<file path="src/rtl/wb_trace_buffer_if.sv">
// wb_trace_buffer_if: control, write-back snoop and readout signals for wb_trace_buffer.
// The master side (CPU/bench) drives the snoop and control inputs.
// The slave side (the trace buffer) drives the readout and status outputs.
interface wb_trace_buffer_if #(
  parameter int unsigned DEPTH = 16
);
  localparam int unsigned AW = $clog2(DEPTH);

  // Control
  logic          arm;
  logic          abort;
  logic [31:0]   trig_pc;

  // Write-back snoop
  logic [31:0]   wb_pc;
  logic          rf_wen;
  logic [4:0]    rf_wdest;
  logic [31:0]   rf_wdata;
  logic [3:0]    dm_wen;
  logic [31:0]   dm_addr;
  logic [31:0]   dm_wdata;

  // Readout
  logic [AW-1:0] rd_idx;
  logic          rd_valid;
  logic          rd_kind;
  logic [31:0]   rd_pc;
  logic [4:0]    rd_tag;
  logic [31:0]   rd_addr;
  logic [31:0]   rd_data;

  // Status
  logic [1:0]    state;
  logic [AW:0]   count;
  logic [AW-1:0] trig_idx;
  logic          collide;

  modport master (
    output arm, abort, trig_pc, wb_pc, rf_wen, rf_wdest, rf_wdata, dm_wen, dm_addr, dm_wdata,
           rd_idx,
    input  rd_valid, rd_kind, rd_pc, rd_tag, rd_addr, rd_data, state, count, trig_idx, collide
  );

  modport slave (
    input  arm, abort, trig_pc, wb_pc, rf_wen, rf_wdest, rf_wdata, dm_wen, dm_addr, dm_wdata,
           rd_idx,
    output rd_valid, rd_kind, rd_pc, rd_tag, rd_addr, rd_data, state, count, trig_idx, collide
  );
endinterface

</file>
<file path="src/rtl/wb_trace_buffer.sv">
// wb_trace_buffer: commit-trace capture for the multi-cycle CPU.
// Snoops register-file and data-memory write-back events into a circular buffer, stops
// POST_CNT events after a PC trigger, and reads entries back by age index (0 = oldest).
// Optional feature macro: TRACE_DM_EN enables capture of data-memory write events; without
// it only rf events are stored and rd_kind, rd_addr and collide are tied to 0.
module wb_trace_buffer #(
  parameter int unsigned DEPTH    = 16,
  parameter int unsigned POST_CNT = 8
) (
  input  logic             clk_i,
  input  logic             reset_i,
  wb_trace_buffer_if.slave trace_io
);
  localparam int unsigned AW = $clog2(DEPTH);
  localparam logic [AW:0] CountMax = (AW + 1)'(DEPTH);
  localparam logic [AW:0] PostMax  = (AW + 1)'(POST_CNT);

  typedef enum logic [1:0] {
    StIdle = 2'd0,
    StPre  = 2'd1,
    StPost = 2'd2,
    StDone = 2'd3
  } state_e;

  state_e        state_q;
  logic [AW-1:0] wr_ptr_q;
  logic [AW:0]   count_q;
  logic [AW-1:0] trig_phys_q;
  logic [AW:0]   post_q;
  logic          collide_q;

  // Entry storage; deliberately not reset.
  logic [31:0]   pc_mem   [DEPTH];
  logic [4:0]    tag_mem  [DEPTH];
  logic [31:0]   data_mem [DEPTH];
`ifdef TRACE_DM_EN
  logic          kind_mem [DEPTH];
  logic [31:0]   addr_mem [DEPTH];
`endif

  logic          rd_valid_q;
  logic          rd_kind_q;
  logic [31:0]   rd_pc_q;
  logic [4:0]    rd_tag_q;
  logic [31:0]   rd_addr_q;
  logic [31:0]   rd_data_q;

  logic          rf_ev;
  logic          dm_ev;
  logic          capture_on;
  logic          rec;
  logic          is_trig;
  logic          ev_kind;
  logic [4:0]    ev_tag;
  logic [31:0]   ev_addr;
  logic [31:0]   ev_data;
  logic [AW-1:0] wr_ptr_d;
  logic [AW:0]   count_d;
  logic [AW-1:0] oldest_ptr;
  logic [AW-1:0] rd_ptr;
  logic          rd_in_range;

  // Event decode: rf wins over dm when both fire in the same cycle.
  always_comb begin
    rf_ev      = trace_io.rf_wen;
`ifdef TRACE_DM_EN
    dm_ev      = |trace_io.dm_wen;
`else
    dm_ev      = 1'b0;
`endif
    // In POST, the cycle where the post counter has reached its limit is the hand-off to DONE.
    capture_on = (state_q == StPre) || ((state_q == StPost) && (post_q != PostMax));
    rec        = capture_on && (rf_ev || dm_ev) && !trace_io.arm && !trace_io.abort;
    is_trig    = (state_q == StPre) && (trace_io.wb_pc == trace_io.trig_pc);
    ev_kind    = !rf_ev && dm_ev;
    ev_tag     = rf_ev ? trace_io.rf_wdest : {1'b0, trace_io.dm_wen};
    ev_addr    = rf_ev ? 32'h0 : trace_io.dm_addr;
    ev_data    = rf_ev ? trace_io.rf_wdata : trace_io.dm_wdata;
    wr_ptr_d   = wr_ptr_q + 1'b1;
    count_d    = (count_q == CountMax) ? count_q : count_q + 1'b1;
    // count == DEPTH has zero low bits, so the full buffer starts at wr_ptr.
    oldest_ptr  = wr_ptr_q - count_q[AW-1:0];
    rd_ptr      = oldest_ptr + trace_io.rd_idx;
    rd_in_range = ({1'b0, trace_io.rd_idx} < count_q);
  end

`ifndef TRACE_DM_EN
  logic unused_dm;
  assign unused_dm = ^{trace_io.dm_wen, trace_io.dm_addr, trace_io.dm_wdata, ev_kind, ev_addr};
`endif

  // Capture FSM and pointers; reset beats arm, arm beats abort.
  always_ff @(posedge clk_i) begin
    if (reset_i) begin
      state_q     <= StIdle;
      wr_ptr_q    <= '0;
      count_q     <= '0;
      trig_phys_q <= '0;
      post_q      <= '0;
      collide_q   <= 1'b0;
    end else if (trace_io.arm) begin
      state_q     <= StPre;
      wr_ptr_q    <= '0;
      count_q     <= '0;
      trig_phys_q <= '0;
      post_q      <= '0;
      collide_q   <= 1'b0;
    end else if (trace_io.abort) begin
      state_q <= StIdle;
    end else begin
      if (rec) begin
        wr_ptr_q <= wr_ptr_d;
        count_q  <= count_d;
        if (rf_ev && dm_ev) begin
          collide_q <= 1'b1;
        end
      end
      unique case (state_q)
        StPre: begin
          if (rec && is_trig) begin
            trig_phys_q <= wr_ptr_q;
            post_q      <= '0;
            state_q     <= StPost;
          end
        end
        StPost: begin
          if (post_q == PostMax) begin
            state_q <= StDone;
          end else if (rec) begin
            post_q <= post_q + 1'b1;
          end
        end
        default: ;
      endcase
    end
  end

  // Entry write at the current write pointer.
  always_ff @(posedge clk_i) begin
    if (rec) begin
      pc_mem[wr_ptr_q]   <= trace_io.wb_pc;
      tag_mem[wr_ptr_q]  <= ev_tag;
      data_mem[wr_ptr_q] <= ev_data;
`ifdef TRACE_DM_EN
      kind_mem[wr_ptr_q] <= ev_kind;
      addr_mem[wr_ptr_q] <= ev_addr;
`endif
    end
  end

  // Registered readout; a same-cycle write to the entry returns the old contents.
  always_ff @(posedge clk_i) begin
    if (reset_i) begin
      rd_valid_q <= 1'b0;
      rd_kind_q  <= 1'b0;
      rd_pc_q    <= '0;
      rd_tag_q   <= '0;
      rd_addr_q  <= '0;
      rd_data_q  <= '0;
    end else begin
      rd_valid_q <= rd_in_range;
      rd_pc_q    <= rd_in_range ? pc_mem[rd_ptr]   : '0;
      rd_tag_q   <= rd_in_range ? tag_mem[rd_ptr]  : '0;
      rd_data_q  <= rd_in_range ? data_mem[rd_ptr] : '0;
`ifdef TRACE_DM_EN
      rd_kind_q  <= rd_in_range ? kind_mem[rd_ptr] : 1'b0;
      rd_addr_q  <= rd_in_range ? addr_mem[rd_ptr] : '0;
`else
      rd_kind_q  <= 1'b0;
      rd_addr_q  <= '0;
`endif
    end
  end

  assign trace_io.rd_valid = rd_valid_q;
  assign trace_io.rd_kind  = rd_kind_q;
  assign trace_io.rd_pc    = rd_pc_q;
  assign trace_io.rd_tag   = rd_tag_q;
  assign trace_io.rd_addr  = rd_addr_q;
  assign trace_io.rd_data  = rd_data_q;
  assign trace_io.state    = state_q;
  assign trace_io.count    = count_q;
  assign trace_io.trig_idx = trig_phys_q - oldest_ptr;
  assign trace_io.collide  = collide_q;

endmodule

</file>
<file path="src/flat_wrapper.sv">
// flat-port wrapper written by rule: the top's interface ports become plain ports
module wb_trace_buffer_flat 
#(
  parameter int unsigned DEPTH    = 16,
  parameter int unsigned POST_CNT = 8
)
  (clk_i, reset_i, trace_io_arm, trace_io_abort, trace_io_trig_pc, trace_io_wb_pc, trace_io_rf_wen, trace_io_rf_wdest, trace_io_rf_wdata, trace_io_dm_wen, trace_io_dm_addr, trace_io_dm_wdata, trace_io_rd_idx, trace_io_rd_valid, trace_io_rd_kind, trace_io_rd_pc, trace_io_rd_tag, trace_io_rd_addr, trace_io_rd_data, trace_io_state, trace_io_count, trace_io_trig_idx, trace_io_collide);
  wb_trace_buffer_if #(.DEPTH(DEPTH)) trace_io_i ();
  input  logic clk_i;
  input  logic reset_i;
  input wire logic [$bits(trace_io_i.arm)-1:0] trace_io_arm;
  input wire logic [$bits(trace_io_i.abort)-1:0] trace_io_abort;
  input wire logic [$bits(trace_io_i.trig_pc)-1:0] trace_io_trig_pc;
  input wire logic [$bits(trace_io_i.wb_pc)-1:0] trace_io_wb_pc;
  input wire logic [$bits(trace_io_i.rf_wen)-1:0] trace_io_rf_wen;
  input wire logic [$bits(trace_io_i.rf_wdest)-1:0] trace_io_rf_wdest;
  input wire logic [$bits(trace_io_i.rf_wdata)-1:0] trace_io_rf_wdata;
  input wire logic [$bits(trace_io_i.dm_wen)-1:0] trace_io_dm_wen;
  input wire logic [$bits(trace_io_i.dm_addr)-1:0] trace_io_dm_addr;
  input wire logic [$bits(trace_io_i.dm_wdata)-1:0] trace_io_dm_wdata;
  input wire logic [$bits(trace_io_i.rd_idx)-1:0] trace_io_rd_idx;
  output wire logic [$bits(trace_io_i.rd_valid)-1:0] trace_io_rd_valid;
  output wire logic [$bits(trace_io_i.rd_kind)-1:0] trace_io_rd_kind;
  output wire logic [$bits(trace_io_i.rd_pc)-1:0] trace_io_rd_pc;
  output wire logic [$bits(trace_io_i.rd_tag)-1:0] trace_io_rd_tag;
  output wire logic [$bits(trace_io_i.rd_addr)-1:0] trace_io_rd_addr;
  output wire logic [$bits(trace_io_i.rd_data)-1:0] trace_io_rd_data;
  output wire logic [$bits(trace_io_i.state)-1:0] trace_io_state;
  output wire logic [$bits(trace_io_i.count)-1:0] trace_io_count;
  output wire logic [$bits(trace_io_i.trig_idx)-1:0] trace_io_trig_idx;
  output wire logic [$bits(trace_io_i.collide)-1:0] trace_io_collide;
  assign trace_io_i.arm = trace_io_arm;
  assign trace_io_i.abort = trace_io_abort;
  assign trace_io_i.trig_pc = trace_io_trig_pc;
  assign trace_io_i.wb_pc = trace_io_wb_pc;
  assign trace_io_i.rf_wen = trace_io_rf_wen;
  assign trace_io_i.rf_wdest = trace_io_rf_wdest;
  assign trace_io_i.rf_wdata = trace_io_rf_wdata;
  assign trace_io_i.dm_wen = trace_io_dm_wen;
  assign trace_io_i.dm_addr = trace_io_dm_addr;
  assign trace_io_i.dm_wdata = trace_io_dm_wdata;
  assign trace_io_i.rd_idx = trace_io_rd_idx;
  assign trace_io_rd_valid = trace_io_i.rd_valid;
  assign trace_io_rd_kind = trace_io_i.rd_kind;
  assign trace_io_rd_pc = trace_io_i.rd_pc;
  assign trace_io_rd_tag = trace_io_i.rd_tag;
  assign trace_io_rd_addr = trace_io_i.rd_addr;
  assign trace_io_rd_data = trace_io_i.rd_data;
  assign trace_io_state = trace_io_i.state;
  assign trace_io_count = trace_io_i.count;
  assign trace_io_trig_idx = trace_io_i.trig_idx;
  assign trace_io_collide = trace_io_i.collide;
  wb_trace_buffer #(.DEPTH(DEPTH), .POST_CNT(POST_CNT)) u_core (.clk_i(clk_i), .reset_i(reset_i), .trace_io(trace_io_i));
endmodule
</file>
<file path="config.mk">
export PLATFORM = sky130hd
export DESIGN_NAME = wb_trace_buffer_flat
export DESIGN_NICKNAME = d
export VERILOG_FILES = /design/src/rtl/wb_trace_buffer_if.sv /design/src/rtl/wb_trace_buffer.sv /design/src/flat_wrapper.sv
export SDC_FILE = /design/constraint.sdc
export NUM_CORES = 1
export LEC_CHECK = 0
export ABC_CLOCK_PERIOD_IN_PS = 7360
export BUFFER_PORTS_ARGS = -buffer_cell sky130_fd_sc_hd__buf_2
export CORE_UTILIZATION = 30
export CTS_BUF_LIST = sky130_fd_sc_hd__clkbuf_4 sky130_fd_sc_hd__clkbuf_8
export DETAILED_ROUTE_END_ITERATION = 6
export GPL_ROUTABILITY_DRIVEN = 0
export PLACE_DENSITY_LB_ADDON = 0.05
export SYNTH_ARGS = -nofsm -noshare
export SYNTH_HDL_FRONTEND = slang
export SYNTH_SLANG_ARGS = --single-unit
</file>
<file path="constraint.sdc">
create_clock -name clk_i -period 7.36 [get_ports clk_i]
set_clock_uncertainty 0.05 [all_clocks]
set_input_delay 0.368 -clock clk_i [delete_from_list [all_inputs] [get_ports clk_i]]
set_output_delay 0.368 -clock clk_i [all_outputs]
set_load 0.01 [all_outputs]
</file>
==> impl_metrics.ini <==
[outcome]
status = finished, final reports clean

[synth]
netlist_instances = 2146
ys.warnings.count = 0
synth_edf_count = 1104
async_flop_share_pct = 0
ys_types = 49
synth-seq-cells = 1194
avgSynthCellArea_sq_um = 21.46
yosysSeqAreaShare_pct = 75.88
synth_ff_type = edfxtp_1
synth_area_sq_mm = 0.04606

[power_and_ir_drop]
p_switching_mw = 3.237
p_per_area_mw_per_mm2 = 263.5
p_int_mw = 11.34
p_leak_nw = 18.16
p_clk_share_pct = 42.8
peakVddDrop_mv = 0.1792
p_comb_share_pct = 5.9
seqPwrFrac_pct = 51.3
finalPower_mw = 14.57
swShare_pct = 22.21

[worst_setup_path]
crit_path_max_incr_delay_ns = 1.44
cpLargestDelayFamily = adder cells
cp-start-kind = register
crit_buf_inv = 2
critPathSlowestCell = fa_4
crit_fanout = 46
required_ns = 8.04
end_kind = register
critical_path.cell_chain = inv_1 -> ha_1 -> fa_1 -> fa_4 -> buf_4 -> mux4_2 -> nor2b_1 -> a211oi_1 -> a211oi_1
cp_common_cell = a211oi_1
cp_data_arrival_time_ns = 5.41
worstSetupPathType = register to register

[drt]
dr_wl_met3_microns = 4784
wl_met2_microns = 64720
wirelength_met1_microns = 54570
ant_nets = 0
dr.first_iter.drc_count = 1137
wl_per_cell_microns = 26.03
vias = 22810
vias_per_cell = 4.699
firstDrtPassIters = 5
drc = 0
drt_wl_total_microns = 126300
routed.top_layer = met4

[grt]
grt_pass1_vias = 25390
grt-ovfl-total = 0
grt_max_degree = 79
grt_pass1_wl_microns = 180900
grt_use_total_pct = 16.34
grt_antenna_before_repair = 4

[floorplanning]
die_w_microns = 393.8
io_pins = 293
die_area_sq_mm = 0.1551
fp.dieH_microns = 393.8
design.core.area_sq_mm = 0.1523
start_util_pct = 30.25
rows = 143

[clock_tree]
clk_pin_slew_ns = 0.06
root_buffer = clkbuf_8
cts_tree = built
cts_sinks = 1194
cts.repair.resized = 0
htree_levels = 4
cts_buffers = 212
cts_setup_buffers = 0
cts.path.max_buffers = 3
clock_latency_ns = 0.89
holdBufCountCts = 109

[timing]
period_needed_ns = 4.731
fmax_mhz = 211.4
setup_viol = 0
maxSlewHeadroom_pct = 34.75
hold_viol = 0
period_share_pct = 64.27
final_max_slew_viol_count = 0
tightestPinTransition_ns = 0.9788
rsz0062_at_grt = false
final.setup.tns_ns = 0

[flow_run]
maxCapViolCount = 0

[finish]
final_cell_mix = 1104 x edfxtp_1, 276 x mux4_2, 245 x clkbuf_8, 226 x buf_2, 138 x a211oi_1
nFillCells = 14160
syn_to_final_growth_pct = 20.05
drive_gt1_share_pct = 35.01
final_common_cell = edfxtp_1
nets = 2839

[worst_hold_path]
hold_class = primary input to register

[place]
hpwl_microns = 64290
io_buffers = 226
[synthesized netlist by cell type (all sizes together) (8+ instances only)]
library cell | count | area, sq um
nand3 | 9 | 45.04
nor2 | 26 | 97.59
nand2b | 8 | 50.05
buf | 88 | 521.8
mux2i | 75 | 750.7
a211oi | 138 | 1036
a21oi | 8 | 43.79
dfxtp | 90 | 1802
mux2 | 36 | 405.4
edfxtp | 1104 | 33150
clkbuf | 61 | 229.0
inv | 28 | 105.1
nor3 | 8 | 40.04
nand2 | 8 | 30.03
nor2b | 71 | 444.2
ha | 22 | 275.3
xnor2 | 38 | 332.8
mux4 | 276 | 6216
[worst paths after layout]
| kind | cells past startpoint | from | end | slack (ns) |
|---|---|---|---|---|
| min reg2reg | 2 | u_core.trig_phys_q[0] | u_core.trig_phys_q[0] | 0.47 |
| max reg2reg | 9 | u_core.wr_ptr_q[0] | u_core.trace_io.rd_pc[18] | 2.63 |
| max | 9 | u_core.wr_ptr_q[0] | u_core.trace_io.rd_pc[18] | 2.63 |
| min | 2 | trace_io_rf_wdest[4] | u_core.tag_mem[1][4] | 0.11 |
[worst register-to-register path: stages, from the launching register on]
cell and delay (ns):
dfxtp_1 0.45, inv_1 0.14, ha_1 0.23, fa_1 0.55
fa_4 1.45, buf_4 0.75, mux4_2 0.43, nor2b_1 0.14
a211oi_1 0.31, a211oi_1 0.08
[metal layers]
layer,GRT usage (%),vias up
li1,-,9869
met1,20.58,12270
met2,28.49,473
met3,3.195,198
met4,4.496,0
met5,0,-
[registers in the layout, indices dropped and copies added (netlist names)]
name                      cells
u_core.trace_io.state         2
u_core.data_mem             512
u_core.trace_io.count         5
u_core.trig_phys_q            4
u_core.post_q                 5
u_core.tag_mem               80
u_core.trace_io.rd_valid      1
u_core.trace_io.rd_data      32
u_core.trace_io.rd_pc        32
u_core.trace_io.rd_tag        5
u_core.wr_ptr_q               4
u_core.pc_mem               512
[cells by family after synthesis]
group / Yosys count / share of synthesized area, %
adder cells (fa/ha/maj): 25 / 0.7280
flip-flops: 1194 / 75.88
XOR/XNOR: 43 / 0.8475
buffers and inverters: 177 / 1.858
AND/OR/NAND/NOR: 149 / 1.866
multiplexers: 387 / 16.00
AO/OA/AOI/OAI: 170 / 2.806
other: 1 / 0.008141
[final cells by class]
cell class              count  area, sq um  share of cell area [%]
diodes                      5        12.51                 0.02263
clock inverters            62        324.1                  0.5860
multi-input cells         808        10530                   19.04
clock buffers             335         4048                   7.319
inverters                  28        105.1                  0.1901
well taps                2030         2540                   4.593
flip-flops and latches   1194        34950                   63.21
repair buffers            392         2788                   5.041
[power groups by stage]
stage               sequential (mW)  combinational, mW  clock, mW
floorplan                      7.62              0.515          0
global placement               7.61              0.822          0
detailed placement             7.61              0.834          0
CTS                            7.48              0.890       6.48
global route                   7.47              0.937       6.76
finish                         7.47              0.858       6.24
[stage by stage]
step	instance area [sq um]	utilization [%]	worst slack [ns]	cells	hold WS, ns
6_report	55300	36.32	2.629	4854	0.1137
5_1_grt	55300	36.32	2.314	4852	0.04192
4_1_cts	55290	36.31	2.509	4849	0.008251
3_5_place_dp	49830	32.72	2.556	4343	0.4621
3_3_place_gp	49830	32.72	2.558	4343	0.4323
2_1_floorplan	46190	-	0.5397	2179	0.3948
Note: power is estimated with default switching activity, not from simulation.
